[src/rtl/dist_rd_burst_ctrl_if.sv]
// Signal bundle for dist_rd_burst_ctrl: command/status, AXI4 AR and R channels,
// the output stream and the stall counter. master = controller side, slave = environment.
interface dist_rd_burst_ctrl_if #(
  parameter int ADDR_W = 64,
  parameter int DATA_W = 512,
  parameter int LEN_W  = 32
);
  logic              ctrl_start;
  logic [ADDR_W-1:0] ctrl_addr;
  logic [LEN_W-1:0]  ctrl_beats;
  logic              ctrl_busy;
  logic              ctrl_done;
  logic              ctrl_err;

  logic [ADDR_W-1:0] m_axi_ARADDR;
  logic [7:0]        m_axi_ARLEN;
  logic [2:0]        m_axi_ARSIZE;
  logic [1:0]        m_axi_ARBURST;
  logic              m_axi_ARVALID;
  logic              m_axi_ARREADY;

  logic [DATA_W-1:0] m_axi_RDATA;
  logic [1:0]        m_axi_RRESP;
  logic              m_axi_RLAST;
  logic              m_axi_RVALID;
  logic              m_axi_RREADY;

  logic [DATA_W-1:0] out_tdata;
  logic              out_tvalid;
  logic              out_tready;
  logic              out_tlast;

  logic [31:0]       perf_stall_cycles;

  modport master (
    input  ctrl_start, ctrl_addr, ctrl_beats,
    output ctrl_busy, ctrl_done, ctrl_err,
    output m_axi_ARADDR, m_axi_ARLEN, m_axi_ARSIZE, m_axi_ARBURST, m_axi_ARVALID,
    input  m_axi_ARREADY,
    input  m_axi_RDATA, m_axi_RRESP, m_axi_RLAST, m_axi_RVALID,
    output m_axi_RREADY,
    output out_tdata, out_tvalid, out_tlast,
    input  out_tready,
    output perf_stall_cycles
  );

  modport slave (
    output ctrl_start, ctrl_addr, ctrl_beats,
    input  ctrl_busy, ctrl_done, ctrl_err,
    input  m_axi_ARADDR, m_axi_ARLEN, m_axi_ARSIZE, m_axi_ARBURST, m_axi_ARVALID,
    output m_axi_ARREADY,
    output m_axi_RDATA, m_axi_RRESP, m_axi_RLAST, m_axi_RVALID,
    input  m_axi_RREADY,
    input  out_tdata, out_tvalid, out_tlast,
    output out_tready,
    input  perf_stall_cycles
  );
endinterface

[src/rtl/dist_rd_burst_ctrl.sv]
// AXI4 read-burst scheduler: splits one (addr, beats) command into 4 KB-safe bursts and
// streams R data through. Define DIST_RD_PERF_EN to build the stall-cycle counter.
module dist_rd_burst_ctrl #(
  parameter int ADDR_W          = 64,
  parameter int DATA_W          = 512,
  parameter int LEN_W           = 32,
  parameter int MAX_BURST       = 64,
  parameter int MAX_OUTSTANDING = 8
) (
  input  logic                  ap_clk,
  input  logic                  ap_rst,
  dist_rd_burst_ctrl_if.master  bus
);

  localparam int BEAT_BYTES = DATA_W / 8;
  localparam int BEAT_SHIFT = $clog2(BEAT_BYTES);
  localparam int OST_W      = $clog2(MAX_OUTSTANDING + 1);

  typedef enum logic [1:0] {
    S_IDLE,
    S_ISSUE,
    S_DRAIN,
    S_DONE
  } state_t;

  state_t            r_state;
  state_t            w_state_nxt;

  logic [ADDR_W-1:0] r_addr;
  logic [LEN_W-1:0]  r_rem;
  logic [LEN_W-1:0]  r_beats;
  logic [LEN_W-1:0]  r_rcvd;
  logic [OST_W-1:0]  r_ost;
  logic              r_err;

  logic              w_busy;
  logic              w_done;
  logic              w_arvalid;
  logic              w_accept;
  logic              w_ar_hs;
  logic              w_rready;
  logic              w_tvalid;
  logic              w_r_hs;
  logic              w_r_retire;
  logic [12:0]       w_bdist;
  logic [12:0]       w_cap;
  logic [12:0]       w_len;
  logic [ADDR_W-1:0] w_addr_nxt;
  logic              w_tlast;

  // Burst length = min(remaining, MAX_BURST, beats left before the next 4 KB page).
  assign w_bdist    = (13'h1000 - {1'b0, r_addr[11:0]}) >> BEAT_SHIFT;
  assign w_cap      = (w_bdist < 13'(MAX_BURST)) ? w_bdist : 13'(MAX_BURST);
  assign w_len      = (r_rem < LEN_W'(w_cap)) ? r_rem[12:0] : w_cap;
  assign w_addr_nxt = r_addr + (ADDR_W'(w_len) << BEAT_SHIFT);

  assign w_accept   = (r_state == S_IDLE) & bus.ctrl_start;
  assign w_ar_hs    = w_arvalid & bus.m_axi_ARREADY;
  assign w_rready   = bus.out_tready & w_busy;
  assign w_tvalid   = bus.m_axi_RVALID & w_busy;
  assign w_r_hs     = bus.m_axi_RVALID & w_rready;
  assign w_r_retire = w_r_hs & bus.m_axi_RLAST;
  assign w_tlast    = w_busy & (({1'b0, r_rcvd} + (LEN_W + 1)'(1)) == {1'b0, r_beats});

  always_ff @(posedge ap_clk) begin
    if (ap_rst) begin
      r_state <= S_IDLE;
    end else begin
      r_state <= w_state_nxt;
    end
  end

  // AR is driven straight from registered state, so address/length are held while stalled.
  always_comb begin
    w_state_nxt = r_state;
    w_busy      = 1'b0;
    w_done      = 1'b0;
    w_arvalid   = 1'b0;
    case (r_state)
      S_IDLE: begin
        if (bus.ctrl_start) w_state_nxt = S_ISSUE;
      end
      S_ISSUE: begin
        w_busy    = 1'b1;
        w_arvalid = (r_rem != '0) && (r_ost < OST_W'(MAX_OUTSTANDING));
        if (r_rem == '0) w_state_nxt = S_DRAIN;
      end
      S_DRAIN: begin
        w_busy = 1'b1;
        if ((r_ost == '0) && (r_rcvd == r_beats)) w_state_nxt = S_DONE;
      end
      S_DONE: begin
        w_busy      = 1'b1;
        w_done      = 1'b1;
        w_state_nxt = S_IDLE;
      end
      default: w_state_nxt = S_IDLE;
    endcase
  end

  always_ff @(posedge ap_clk) begin
    if (ap_rst) begin
      r_addr  <= '0;
      r_rem   <= '0;
      r_beats <= '0;
      r_rcvd  <= '0;
      r_err   <= 1'b0;
    end else if (w_accept) begin
      r_addr  <= bus.ctrl_addr;
      r_rem   <= bus.ctrl_beats;
      r_beats <= bus.ctrl_beats;
      r_rcvd  <= '0;
      r_err   <= 1'b0;
    end else begin
      if (w_ar_hs) begin
        r_addr <= w_addr_nxt;
        r_rem  <= r_rem - LEN_W'(w_len);
      end
      if (w_r_hs) begin
        r_rcvd <= r_rcvd + LEN_W'(1);
        if (bus.m_axi_RRESP != 2'b00) r_err <= 1'b1;
      end
    end
  end

  // A new AR and a retiring RLAST in the same cycle cancel out.
  always_ff @(posedge ap_clk) begin
    if (ap_rst) begin
      r_ost <= '0;
    end else if (w_ar_hs && !w_r_retire) begin
      r_ost <= r_ost + OST_W'(1);
    end else if (!w_ar_hs && w_r_retire && (r_ost != '0)) begin
      r_ost <= r_ost - OST_W'(1);
    end
  end

`ifdef DIST_RD_PERF_EN
  logic [31:0] r_stall;
  logic        w_stall;

  assign w_stall = w_busy & ((w_arvalid & ~bus.m_axi_ARREADY) | (w_tvalid & ~bus.out_tready));

  always_ff @(posedge ap_clk) begin
    if (ap_rst) begin
      r_stall <= '0;
    end else if (w_accept) begin
      r_stall <= '0;
    end else if (w_stall && (r_stall != '1)) begin
      r_stall <= r_stall + 32'd1;
    end
  end

  assign bus.perf_stall_cycles = r_stall;
`else
  assign bus.perf_stall_cycles = '0;
`endif

  assign bus.ctrl_busy     = w_busy;
  assign bus.ctrl_done     = w_done;
  assign bus.ctrl_err      = r_err;

  assign bus.m_axi_ARVALID = w_arvalid;
  assign bus.m_axi_ARADDR  = r_addr;
  assign bus.m_axi_ARLEN   = w_arvalid ? 8'(w_len - 13'd1) : 8'd0;
  assign bus.m_axi_ARSIZE  = 3'(BEAT_SHIFT);
  assign bus.m_axi_ARBURST = 2'b01;

  assign bus.m_axi_RREADY  = w_rready;
  assign bus.out_tdata     = bus.m_axi_RDATA;
  assign bus.out_tvalid    = w_tvalid;
  assign bus.out_tlast     = w_tlast;

endmodule

[src/flat_wrapper.sv]
// flat-port wrapper written by rule: the top's interface ports become plain ports
module dist_rd_burst_ctrl_flat 
#(
  parameter int ADDR_W          = 64,
  parameter int DATA_W          = 512,
  parameter int LEN_W           = 32,
  parameter int MAX_BURST       = 64,
  parameter int MAX_OUTSTANDING = 8
)
  (ap_clk, ap_rst, bus_ctrl_start, bus_ctrl_addr, bus_ctrl_beats, bus_ctrl_busy, bus_ctrl_done, bus_ctrl_err, bus_m_axi_ARADDR, bus_m_axi_ARLEN, bus_m_axi_ARSIZE, bus_m_axi_ARBURST, bus_m_axi_ARVALID, bus_m_axi_ARREADY, bus_m_axi_RDATA, bus_m_axi_RRESP, bus_m_axi_RLAST, bus_m_axi_RVALID, bus_m_axi_RREADY, bus_out_tdata, bus_out_tvalid, bus_out_tlast, bus_out_tready, bus_perf_stall_cycles);
  dist_rd_burst_ctrl_if #(.ADDR_W(ADDR_W), .DATA_W(DATA_W), .LEN_W(LEN_W)) bus_i ();
  input  logic ap_clk;
  input  logic ap_rst;
  input wire logic [$bits(bus_i.ctrl_start)-1:0] bus_ctrl_start;
  input wire logic [$bits(bus_i.ctrl_addr)-1:0] bus_ctrl_addr;
  input wire logic [$bits(bus_i.ctrl_beats)-1:0] bus_ctrl_beats;
  output wire logic [$bits(bus_i.ctrl_busy)-1:0] bus_ctrl_busy;
  output wire logic [$bits(bus_i.ctrl_done)-1:0] bus_ctrl_done;
  output wire logic [$bits(bus_i.ctrl_err)-1:0] bus_ctrl_err;
  output wire logic [$bits(bus_i.m_axi_ARADDR)-1:0] bus_m_axi_ARADDR;
  output wire logic [$bits(bus_i.m_axi_ARLEN)-1:0] bus_m_axi_ARLEN;
  output wire logic [$bits(bus_i.m_axi_ARSIZE)-1:0] bus_m_axi_ARSIZE;
  output wire logic [$bits(bus_i.m_axi_ARBURST)-1:0] bus_m_axi_ARBURST;
  output wire logic [$bits(bus_i.m_axi_ARVALID)-1:0] bus_m_axi_ARVALID;
  input wire logic [$bits(bus_i.m_axi_ARREADY)-1:0] bus_m_axi_ARREADY;
  input wire logic [$bits(bus_i.m_axi_RDATA)-1:0] bus_m_axi_RDATA;
  input wire logic [$bits(bus_i.m_axi_RRESP)-1:0] bus_m_axi_RRESP;
  input wire logic [$bits(bus_i.m_axi_RLAST)-1:0] bus_m_axi_RLAST;
  input wire logic [$bits(bus_i.m_axi_RVALID)-1:0] bus_m_axi_RVALID;
  output wire logic [$bits(bus_i.m_axi_RREADY)-1:0] bus_m_axi_RREADY;
  output wire logic [$bits(bus_i.out_tdata)-1:0] bus_out_tdata;
  output wire logic [$bits(bus_i.out_tvalid)-1:0] bus_out_tvalid;
  output wire logic [$bits(bus_i.out_tlast)-1:0] bus_out_tlast;
  input wire logic [$bits(bus_i.out_tready)-1:0] bus_out_tready;
  output wire logic [$bits(bus_i.perf_stall_cycles)-1:0] bus_perf_stall_cycles;
  assign bus_i.ctrl_start = bus_ctrl_start;
  assign bus_i.ctrl_addr = bus_ctrl_addr;
  assign bus_i.ctrl_beats = bus_ctrl_beats;
  assign bus_ctrl_busy = bus_i.ctrl_busy;
  assign bus_ctrl_done = bus_i.ctrl_done;
  assign bus_ctrl_err = bus_i.ctrl_err;
  assign bus_m_axi_ARADDR = bus_i.m_axi_ARADDR;
  assign bus_m_axi_ARLEN = bus_i.m_axi_ARLEN;
  assign bus_m_axi_ARSIZE = bus_i.m_axi_ARSIZE;
  assign bus_m_axi_ARBURST = bus_i.m_axi_ARBURST;
  assign bus_m_axi_ARVALID = bus_i.m_axi_ARVALID;
  assign bus_i.m_axi_ARREADY = bus_m_axi_ARREADY;
  assign bus_i.m_axi_RDATA = bus_m_axi_RDATA;
  assign bus_i.m_axi_RRESP = bus_m_axi_RRESP;
  assign bus_i.m_axi_RLAST = bus_m_axi_RLAST;
  assign bus_i.m_axi_RVALID = bus_m_axi_RVALID;
  assign bus_m_axi_RREADY = bus_i.m_axi_RREADY;
  assign bus_out_tdata = bus_i.out_tdata;
  assign bus_out_tvalid = bus_i.out_tvalid;
  assign bus_out_tlast = bus_i.out_tlast;
  assign bus_i.out_tready = bus_out_tready;
  assign bus_perf_stall_cycles = bus_i.perf_stall_cycles;
  dist_rd_burst_ctrl #(.ADDR_W(ADDR_W), .DATA_W(DATA_W), .LEN_W(LEN_W), .MAX_BURST(MAX_BURST), .MAX_OUTSTANDING(MAX_OUTSTANDING)) u_core (.ap_clk(ap_clk), .ap_rst(ap_rst), .bus(bus_i));
endmodule
[config.mk]
export PLATFORM = sky130hd
export DESIGN_NAME = dist_rd_burst_ctrl_flat
export DESIGN_NICKNAME = d
export VERILOG_FILES = /design/src/rtl/dist_rd_burst_ctrl_if.sv /design/src/rtl/dist_rd_burst_ctrl.sv /design/src/flat_wrapper.sv
export SDC_FILE = /design/constraint.sdc
export NUM_CORES = 1
export LEC_CHECK = 0
export BUFFER_PORTS_ARGS = -buffer_cell sky130_fd_sc_hd__clkbuf_2
export CAP_MARGIN = 40
export CORE_AREA = 3 3 486 488
export DETAILED_ROUTE_END_ITERATION = 8
export DIE_AREA = 0 0 489 491
export SYNTH_ARGS = -nofsm -noshare
export SYNTH_HDL_FRONTEND = slang
export SYNTH_SLANG_ARGS = --single-unit
[constraint.sdc]
create_clock -name ap_clk -period 7.05 [get_ports ap_clk]
set_input_delay 1.0575 -clock ap_clk [delete_from_list [all_inputs] [get_ports ap_clk]]
set_output_delay 1.0575 -clock ap_clk [all_outputs]
set_load 0.005 [all_outputs]
==> impl_metrics.tcl, run 1 <==
set metrics [dict create \
    ys_warn_count 0 \
    slowest_delay_ps 540 \
    crit_required_ps 7450 \
    r2r_slack_ps 610 \
    wl_met2_um 62460 \
    htree_levels 4 \
    path_class "reg -> reg" \
    grt_usage_pct 11.70 \
    cp_slowest_cell "nor4_2" \
    total_power_mw 4.929 \
    grt_first_pass_wirelength_um 169300 \
    clockBufferDepth 2 \
    maxSlewViolCount 0 \
    routed_via_density 2.507 \
    utilization_pct 6.887 \
    grt_max_degree 105 \
    tritoncts "built" \
    worst_ep_arrival_time_ps 6840 \
    wl_met3_um 54160 \
    wire_per_inst_um 31.79 \
    clock.fmax_ghz 0.1552 \
    whs_ps 450.6 \
    totalWireLength_um 145900 \
    synth_commonest_cells "buf_4 (554), nor2_1 (170), dfxtp_1 (167), nand2_1 (161), xnor2_1 (101)" \
    crit-reg2reg-launch "u_core.bus.m_axi_ARADDR[5]" \
    die_area_um2 240100 \
    drive_gt1_share_pct 17.37 \
    cts_root_buf "clkbuf_16" \
    final_nets 2185 \
    clock_sinks 167 \
    cts-hold-fix-buffers 0 \
    initial_utilization_pct 6.379 \
    drv_cap 0 \
    holdPathStages 2 \
    synth_top_area_share_pct 28.06 \
    switching_share_pct 47.07 \
    powerDensity_nw_per_um2 308.1 \
    finalNonFillerCells 4591 \
    period_minus_slack_ps 6442 \
    synth_most_common_cell "buf_4" \
    io_buffers 183 \
    yosysUniqueCellTypes 79 \
    p_int_mw 2.609 \
    syn_avg_cell_area_um2 7.755 \
    ioPinCount 1245 \
    comb_power_share_pct 48.0 \
    timing.rr.end "u_core.bus.m_axi_ARADDR[56]" \
    ir_drop_v 0.0001652 \
    synthToLayoutAreaGrowth_pct 7.970 \
    seq_power_share_pct 29.4 \
    min-delay-start "u_core.bus.ctrl_err" \
    cp-start-kind "register" \
    syn_area_um2 14820 \
    p_leak_nw 5.078 \
    rsz0062_at_grt "false" \
    hold_class "reg -> reg" \
    synth-async-reset-ratio_pct 0 \
    firstDrtPassIters 7 \
    crit_path_end_kind "register" \
    place_congestion 0.8782 \
    setup_viol 0 \
    synth_edf_count 0 \
    wl_met1_um 21630 \
    grt-ovfl-total 0 \
    synth_ff_type "dfxtp_1" \
    die_x_um 489 \
    insertion_delay_ps 540 \
    status "finished clean" \
    grt_pass1_vias 10780 \
    finalSetupTns_ps 0 \
    critical_path_peak_fanout 14 \
    hold_viol 0 \
    tightest_slew_ps 858.0 \
    synth_seq_area_share_pct 22.56 \
    drt-initial-drc-count 739 \
    dieHeight_um 491 \
    routed.top_layer "met5" \
    core-area_um2 232300 \
    rows 177 \
    path_cells "nor4_2 > nand3_1 > nor3_1 > inv_1 > ha_1 > nor2b_1 > o2111ai_1 > o21ai_4 > or3b_2 > o21ai_0 > ha_1 > inv_1 > fa_1 > nor2b_1 > o2111ai_1 > a21oi_1 > o21ai_4 > buf_12 > nor4_1 > a21oi_1 > o31a_1" \
    pwr-share-clk_pct 22.6 \
    dpl.hpwl_um 132800 \
    clk_transition_reported_paths_ps 90 \
    period_share_pct 91.38 \
    synth_top_cell_by_area "buf_4" \
    vias 11510 \
    reg2reg_depth 21 \
    place_inst 4554 \
    route.detailed.drc 0 \
    net-switching-power_mw 2.320 \
    hold-path-endpoint "u_core.bus.ctrl_err" \
    numCtsBuffers 17 \
    synth_area_leaders "buf_4 (28%), dfxtp_1 (23%), xnor2_1 (6.0%), nor2_1 (4.3%), nand2_1 (4.1%)" \
    ys_seq_elements 167 \
    slew_headroom_pct 42.27 \
    ant_nets 0 \
    synth_cells 1911 \
    finClkSkew_ps 31.89 \
    antenna_found_initial 39 \
]
==> cell usage in the layout (no fill, tap or decap), types with 5 or more instances in the layout <==
cell type,netlist,layout
clkbuf_2,1,182
nor2_1,170,169
dfxtp_1,167,167
nand2_1,161,159
xnor2_1,101,101
a21oi_1,85,84
a211oi_1,72,72
xor2_1,55,55
nand3_1,47,47
nor4_1,44,43
conb_1,2,43
nor3_1,42,42
inv_1,35,35
ha_1,35,35
o21ai_0,29,28
and3_1,19,19
clkbuf_16,0,17
nand4_1,16,16
nor2b_1,14,14
a311oi_1,13,13
buf_4,554,13
and4_1,12,12
mux2i_1,12,12
or3_1,12,12
and2_1,10,9
or4_1,7,7
nand2b_1,8,7
nor3b_1,6,6
diode_2,0,5
a21o_1,5,5
a31oi_1,5,5
o31a_1,5,5
clkinv_8,0,5
==> worst max-delay path: cells and delay by family, from the launching register on <==
family / cells / cell delay (ps)
compound gates: 8 / 2100
fa+ha+maj: 3 / 950
buf+inv: 3 / 380
flops: 1 / 350
simple gates: 7 / 2470
==> per-stage QoR <==
step,setup WS (ps),instance area (µm²)
floorplan,1948,14970
global placement,357.5,15290
detailed placement,314.5,15350
CTS,281.0,15970
global route,27.28,15990
finish,608.0,16000
==> registers in the layout, summed over array words and instances, names as in the netlist <==
name / count
u_core.r_ost: 4
u_core.r_rem: 32
u_core.r_rcvd: 32
u_core.r_beats: 32
u_core.r_state: 2
u_core.bus.m_axi_ARADDR: 64
u_core.bus.ctrl_err: 1
==> metal layers <==
metal,GRT usage (%),vias up
met4,5.432,6
met1,4.885,4998
met5,1.308,-
met3,20.21,360
li1,-,5113
met2,17.68,1034
==> worst max-delay path by stage <==
stage	start	to	slack [ps]	cells past startpoint
detailed placement	u_core.bus.m_axi_ARADDR[5]	u_core.bus.m_axi_ARADDR[56]	310	21
global placement	u_core.bus.m_axi_ARADDR[5]	u_core.bus.m_axi_ARADDR[56]	360	23
CTS	u_core.bus.m_axi_ARADDR[5]	u_core.bus.m_axi_ARADDR[56]	280	21
global route	u_core.bus.m_axi_ARADDR[5]	u_core.bus.m_axi_ARADDR[56]	30	21
finish	u_core.bus.m_axi_ARADDR[5]	u_core.bus.m_axi_ARADDR[56]	610	21
floorplan	u_core.bus.m_axi_ARADDR[5]	u_core.bus.m_axi_ARADDR[30]	1950	22
==> power by group through the flow <==
| stage | clock, mW | combinational [mW] | sequential, mW |
|---|---|---|---|
| detailed placement | 0 | 2.38 | 1.46 |
| global placement | 0 | 2.38 | 1.46 |
| finish | 1.11 | 2.37 | 1.45 |
| CTS | 1.18 | 2.39 | 1.44 |
| global route | 1.20 | 2.64 | 1.48 |
| floorplan | 0 | 1.82 | 1.38 |
==> cells by family (layout without fill, tap and decap cells) <==
| logic type | Yosys count | in the layout | share of synthesized area (%) |
|---|---|---|---|
| buf+inv | 676 | 267 | 31.83 |
| simple gates | 606 | 606 | 20.60 |
| compound gates | 250 | 250 | 11.16 |
| flops | 167 | 167 | 22.56 |
| xor+xnor | 156 | 156 | 9.220 |
| fa+ha+maj | 38 | 38 | 3.360 |
| mux | 16 | 16 | 1.216 |
| other cells | 2 | 48 | 0.05068 |
==> final cells by class <==
type | instances | area, µm²
Fill cell | 27290 | 216300
Multi-Input combinational cell | 1109 | 6975
Tap cell | 3043 | 3807
Sequential cell | 167 | 3343
Timing Repair Buffer | 200 | 1107
Clock buffer | 18 | 439.2
Clock inverter | 14 | 183.9
Inverter | 35 | 131.4
Antenna cell | 5 | 12.51
==> what timing repair did <==
action / 4_1_cts / 5_1_grt
resized for setup: 0 / 2
buffers inserted: 0 / 0
endpoints found under the setup margin: 0 / 8
Power figures use the tool's default switching activity.
==> run 2: changes to the inputs <==
CELL_PAD_IN_SITES_DETAIL_PLACEMENT = 1   (was unset)
CELL_PAD_IN_SITES_GLOBAL_PLACEMENT = 1   (was unset)
CORE_AREA = 3 3 490 492   (was 3 3 486 488)
DIE_AREA = 0 0 493 495   (was 0 0 489 491)
PLACE_DENSITY_LB_ADDON = 0.1   (was unset)
==> run 2 against run 1 <==
Net effect: routed wire length shrank 44%; hold slack gained 4.0 ps; register-to-register slack gained 150 ps; clock skew shrank 14 ps; design area grew 1.2%; sequential share of layout area shrank 0.25 points; clock power shrank 6%; global-route usage shrank 5.2 points; die area grew 1.6%; critical endpoint is now u_core.bus.m_axi_ARADDR[38].
==> impl_metrics.tcl, run 2 (synthesis results as in run 1) <==
set metrics [dict create \
    status "finished clean" \
    layout_commonest_cell "clkbuf_2" \
    worst-path-buf-inv 5 \
    switching_share_pct 48.56 \
    final_cell_mix "clkbuf_2 (182), nor2_1 (169), dfxtp_1 (167), nand2_1 (159), xnor2_1 (101)" \
    finClkSkew_ps 17.78 \
    powerDensity_nw_per_um2 316.9 \
    grt_pass1_vias 12470 \
    place_area_um2 15520 \
    critical_path_peak_fanout 12 \
    r2r_slack_ps 750 \
    totalWireLength_um 81950 \
    clockBufferDepth 2 \
    seq_power_share_pct 28.7 \
    grt_usage_pct 6.534 \
    place_congestion 0.6731 \
    timing.rr.end "u_core.bus.m_axi_ARADDR[38]" \
    crit-reg2reg-launch "u_core.bus.m_axi_ARADDR[5]" \
    clk_transition_reported_paths_ps 80 \
    path_common_cell "buf_4" \
    insertion_delay_ps 520 \
    final_nets 2205 \
    numCtsBuffers 17 \
    wire_per_inst_um 17.37 \
    crit_required_ps 7480 \
    drive_gt1_share_pct 18.53 \
    worst_ep_arrival_time_ps 6720 \
    antenna_found_initial 22 \
    p_int_mw 2.639 \
    holdPathStages 2 \
    cts_root_buf "clkbuf_16" \
    p_leak_nw 5.129 \
    clock_sinks 167 \
    routed_via_density 2.411 \
    maxSlewViolCount 0 \
    io_buffers 183 \
    ioPinCount 1245 \
    drt-initial-drc-count 388 \
    min-delay-start "u_core.bus.ctrl_err" \
    finalSetupTns_ps 0 \
    die_x_um 493 \
    rsz0062_at_grt "false" \
    htree_levels 4 \
    critical_path.top_delay_family "simple AND/OR/NAND/NOR gates" \
    hold_class "reg -> reg" \
    core-area_um2 235600 \
    tightest_slew_ps 795.5 \
    period_share_pct 89.29 \
    rows 178 \
    reg2reg_depth 25 \
    slew_headroom_pct 46.97 \
    ant_nets 0 \
    hold-path-endpoint "u_core.bus.ctrl_err" \
    dieHeight_um 495 \
    pwr-share-clk_pct 20.3 \
    dpl.hpwl_um 65510 \
    initial_utilization_pct 6.289 \
    clock.fmax_ghz 0.1589 \
    comb_power_share_pct 51.0 \
    drv_cap 0 \
    vias 11380 \
    route.detailed.drc 0 \
    path_class "reg -> reg" \
    net-switching-power_mw 2.492 \
    crit_path_end_kind "register" \
    final_area_um2 16190 \
    hold_viol 0 \
    synthToLayoutAreaGrowth_pct 9.279 \
    grt_first_pass_wirelength_um 110700 \
    period_minus_slack_ps 6295 \
    slowest_delay_ps 480 \
    largest_reg_flops 64 \
    setup_viol 0 \
    ir_drop_v 0.0001888 \
    cp-start-kind "register" \
    grt-ovfl-total 0 \
    grt_max_degree 113 \
    tritoncts "built" \
    firstDrtPassIters 4 \
    die_area_um2 244000 \
    cp_slowest_cell "or3b_2" \
]
## run 2: cell type report
class	count	area (µm²)
inverters	35	131.4
multi-input cells	1109	6972
diodes	8	20.02
repair buffers	220	1226
fillers	28330	219400
well taps	3150	3941
clock inverters	9	93.84
clock buffers	20	466.7
flip-flops and latches	167	3343
## run 2: tightest hold or removal path, cell delays in order (launching register included)
cell	delay [ps]
dfxtp_1	320
inv_1	50
a21oi_1	50
## run 2: power by group through the flow
stage	logic (mW)	clock network (mW)	registers [mW]
floorplan	1.82	0	1.38
global placement	2.78	0	1.51
detailed placement	2.74	0	1.51
CTS	2.76	1.15	1.49
global route	3.00	1.17	1.52
finish	2.62	1.04	1.47
## run 2: worst max-delay path by stage
stage	from	end	cells past startpoint
final	u_core.bus.m_axi_ARADDR[5]	u_core.bus.m_axi_ARADDR[38]	25
after detailed placement	u_core.bus.m_axi_ARADDR[5]	u_core.bus.m_axi_ARADDR[38]	23
after global routing	u_core.bus.m_axi_ARADDR[5]	u_core.bus.m_axi_ARADDR[36]	25
after floorplan	u_core.bus.m_axi_ARADDR[5]	u_core.bus.m_axi_ARADDR[30]	22
after global placement	u_core.bus.m_axi_ARADDR[5]	u_core.bus.m_axi_ARADDR[56]	24
after CTS	u_core.bus.m_axi_ARADDR[5]	u_core.bus.m_axi_ARADDR[38]	23
## run 2: metrics by stage
stage          util, %  cells  hold WS [ps]  total power, mW  worst slack (ps)
6_report         6.873   4718         454.6            5.131             754.8
5_1_grt          6.864   4710         507.3            5.685             122.6
4_1_cts          6.827   4702         458.7            5.395             117.7
3_5_place_dp     6.586   4673         445.8            4.248             4.749
3_3_place_gp     6.569   4670         437.6            4.283             135.1
2_1_floorplan        -   1952         442.1            3.207              1948
## run 2: what timing repair did
action,CTS,global route
setup endpoints to repair,2,18
buffers inserted,0,8
gates resized for setup,1,5
pin swaps,0,2
hold buffers,0,0
## run 2: layer usage
layer	global-route usage [%]	routed length, µm	share of wire, %
met5	0.7241	264	0.32
met1	6.658	29940	37
met3	3.250	8424	10
met4	3.372	4273	5.2
met2	10.93	39050	48
==> run 3: changes to the inputs <==
clock period = 6.45 ns   (was 7.05 ns; I/O delays follow)
==> run 3 against run 2 <==
Net effect: design area about the same; die area unchanged; flip-flop and latch count unchanged; highest routed layer unchanged; sequential power up 9.5%; non-clock buffer count down 5; combinational power up 10%; fmax up 8.4%; final cell count down 0.17%; critical path type unchanged; count of clock-buffer cells in the layout down 2; via count up 1.1%.
==> impl_metrics.tcl, run 3 (synthesis results as in run 1) <==
set metrics [dict create \
    powerDensity_nw_per_um2 351.7 \
    core-area_um2 235600 \
    initial_utilization_pct 6.289 \
    slowest_delay_ps 480 \
    maxSlewViolCount 0 \
    net-switching-power_mw 2.758 \
    seq_power_share_pct 28.2 \
    clock_sinks 167 \
    htree_levels 4 \
    crit-reg2reg-launch "u_core.bus.m_axi_ARADDR[5]" \
    worst-path-buf-inv 4 \
    p_leak_nw 5.136 \
    antenna_found_initial 26 \
    largest_reg_flops 64 \
    numCtsBuffers 17 \
    grt_pass1_vias 12610 \
    firstDrtPassIters 4 \
    critical_path.top_delay_family "simple AND/OR/NAND/NOR gates" \
    grt_first_pass_wirelength_um 111400 \
    pwr-share-clk_pct 21.1 \
    drive_gt1_share_pct 18.37 \
    route.detailed.drc 0 \
    ir_drop_v 0.0001721 \
    timing.rr.end "u_core.bus.m_axi_ARADDR[42]" \
    period_minus_slack_ps 5806 \
    tightest_slew_ps 811.9 \
    p_int_mw 2.941 \
    synthToLayoutAreaGrowth_pct 9.355 \
    post-place-ws_ps 99.46 \
    final_cell_mix "clkbuf_2 (182), nor2_1 (169), dfxtp_1 (167), nand2_1 (159), xnor2_1 (101)" \
    comb_power_share_pct 50.7 \
    ioPinCount 1245 \
    status "finished clean" \
    clock.fmax_ghz 0.1722 \
    clockBufferDepth 2 \
    grt_max_degree 83 \
    finClkSkew_ps 20.03 \
    totalWireLength_um 82800 \
    place_congestion 0.6699 \
    io_buffers 183 \
    cp-start-kind "register" \
    drv_cap 0 \
    dpl.hpwl_um 65810 \
    reg2reg_depth 24 \
    slew_headroom_pct 45.87 \
    insertion_delay_ps 510 \
    wire_per_inst_um 17.58 \
    rsz0062_at_grt "false" \
    hold_class "reg -> reg" \
    hold_viol 0 \
    cp_slowest_cell "or3b_2" \
    critical_path_peak_fanout 8 \
    period_share_pct 90.02 \
    crit_required_ps 6870 \
    ant_nets 0 \
    min-delay-start "u_core.bus.ctrl_err" \
    drt-initial-drc-count 423 \
    dieHeight_um 495 \
    path_class "reg -> reg" \
    crit_path_end_kind "register" \
    path_cells "nor4_2 > buf_4 > nand3_1 > nor2_1 > xnor2_1 > inv_1 > ha_1 > a21o_1 > a21oi_1 > and3_1 > o21ai_2 > or3b_2 > o21ai_0 > ha_1 > inv_1 > fa_1 > nor2b_1 > o2111ai_1 > a21oi_2 > o21ai_4 > buf_4 > nor4_1 > xnor2_1 > a211oi_1" \
    worst_ep_arrival_time_ps 6230 \
    hold-path-endpoint "u_core.bus.ctrl_err" \
    rows 178 \
    die_x_um 493 \
    tritoncts "built" \
    switching_share_pct 48.39 \
    grt-ovfl-total 0 \
    layout_commonest_cell "clkbuf_2" \
    total_power_mw 5.700 \
    finalSetupTns_ps 0 \
    final_nets 2200 \
    holdPathStages 2 \
    cts_root_buf "clkbuf_16" \
    setup_ws_ps 643.7 \
    routed_via_density 2.441 \
    r2r_slack_ps 640 \
    die_area_um2 244000 \
    clk_transition_reported_paths_ps 90 \
    finalNonFillerCells 4710 \
    place_inst 4676 \
    setup_viol 0 \
    vias 11500 \
    grt_usage_pct 6.577 \
    cts-hold-fix-buffers 0 \
]
run 3: stage by stage:
step	hold WS, ps	cell area (µm²)	utilization [%]
after floorplan	442.1	14970	-
after detailed placement	450.7	15560	6.604
after global routing	490.1	16200	6.875
after CTS	465.5	16160	6.859
final	457.7	16210	6.878
after global placement	440.5	15520	6.587
run 3: timing repair:
| item | CTS | global route |
|---|---|---|
| resized for setup | 0 | 6 |
| setup endpoints to repair | 0 | 22 |
| buffers inserted | 0 | 0 |
run 3: metal layers:
layer,routed length [µm],global-route usage (%)
met2,39650,11.09
met4,3753,2.840
met3,8299,3.266
met1,30830,6.842
met5,268,0.7241
run 3: worst max path at each step:
| stage | startpoint | to | slack (ps) | depth (start not counted) |
|---|---|---|---|---|
| floorplan | u_core.bus.m_axi_ARADDR[5] | u_core.bus.m_axi_ARADDR[30] | 1350 | 22 |
| global placement | u_core.bus.m_axi_ARADDR[5] | u_core.bus.m_axi_ARADDR[56] | 110 | 23 |
| detailed placement | u_core.bus.m_axi_ARADDR[5] | u_core.bus.m_axi_ARADDR[42] | 100 | 22 |
| CTS | u_core.bus.m_axi_ARADDR[5] | u_core.bus.m_axi_ARADDR[42] | 100 | 22 |
| global route | u_core.bus.m_axi_ARADDR[5] | u_core.bus.m_axi_ARADDR[46] | 20 | 24 |
| finish | u_core.bus.m_axi_ARADDR[5] | u_core.bus.m_axi_ARADDR[42] | 640 | 24 |
run 3: final cells by class:
class | instances | area [µm²]
antenna | 3 | 7.507
clock buffer | 18 | 439.2
clock inverter | 13 | 163.9
fill | 28290 | 219400
inverter | 35 | 131.4
multi-input combinational | 1109 | 6972
sequential | 167 | 3343
tap | 3150 | 3941
timing repair buffer | 215 | 1207
run 3: power by group through the flow:
stage / clock, mW / sequential [mW] / combinational, mW
6_report: 1.20 / 1.61 / 2.89
5_1_grt: 1.34 / 1.67 / 3.30
4_1_cts: 1.32 / 1.63 / 3.04
3_5_place_dp: 0 / 1.65 / 3.03
3_3_place_gp: 0 / 1.65 / 3.06
2_1_floorplan: 0 / 1.51 / 1.99
run 3: worst reg2reg max path, stage by stage (launching register included):
cell	delay [ps]
dfxtp_1	340
nor4_2	360
buf_4	200
nand3_1	140
nor2_1	220
xnor2_1	180
inv_1	70
ha_1	310
a21o_1	130
a21oi_1	60
and3_1	190
o21ai_2	140
or3b_2	480
o21ai_0	120
ha_1	230
inv_1	70
fa_1	470
nor2b_1	260
o2111ai_1	240
a21oi_2	350
o21ai_4	200
buf_4	240
nor4_1	340
xnor2_1	110
a211oi_1	250
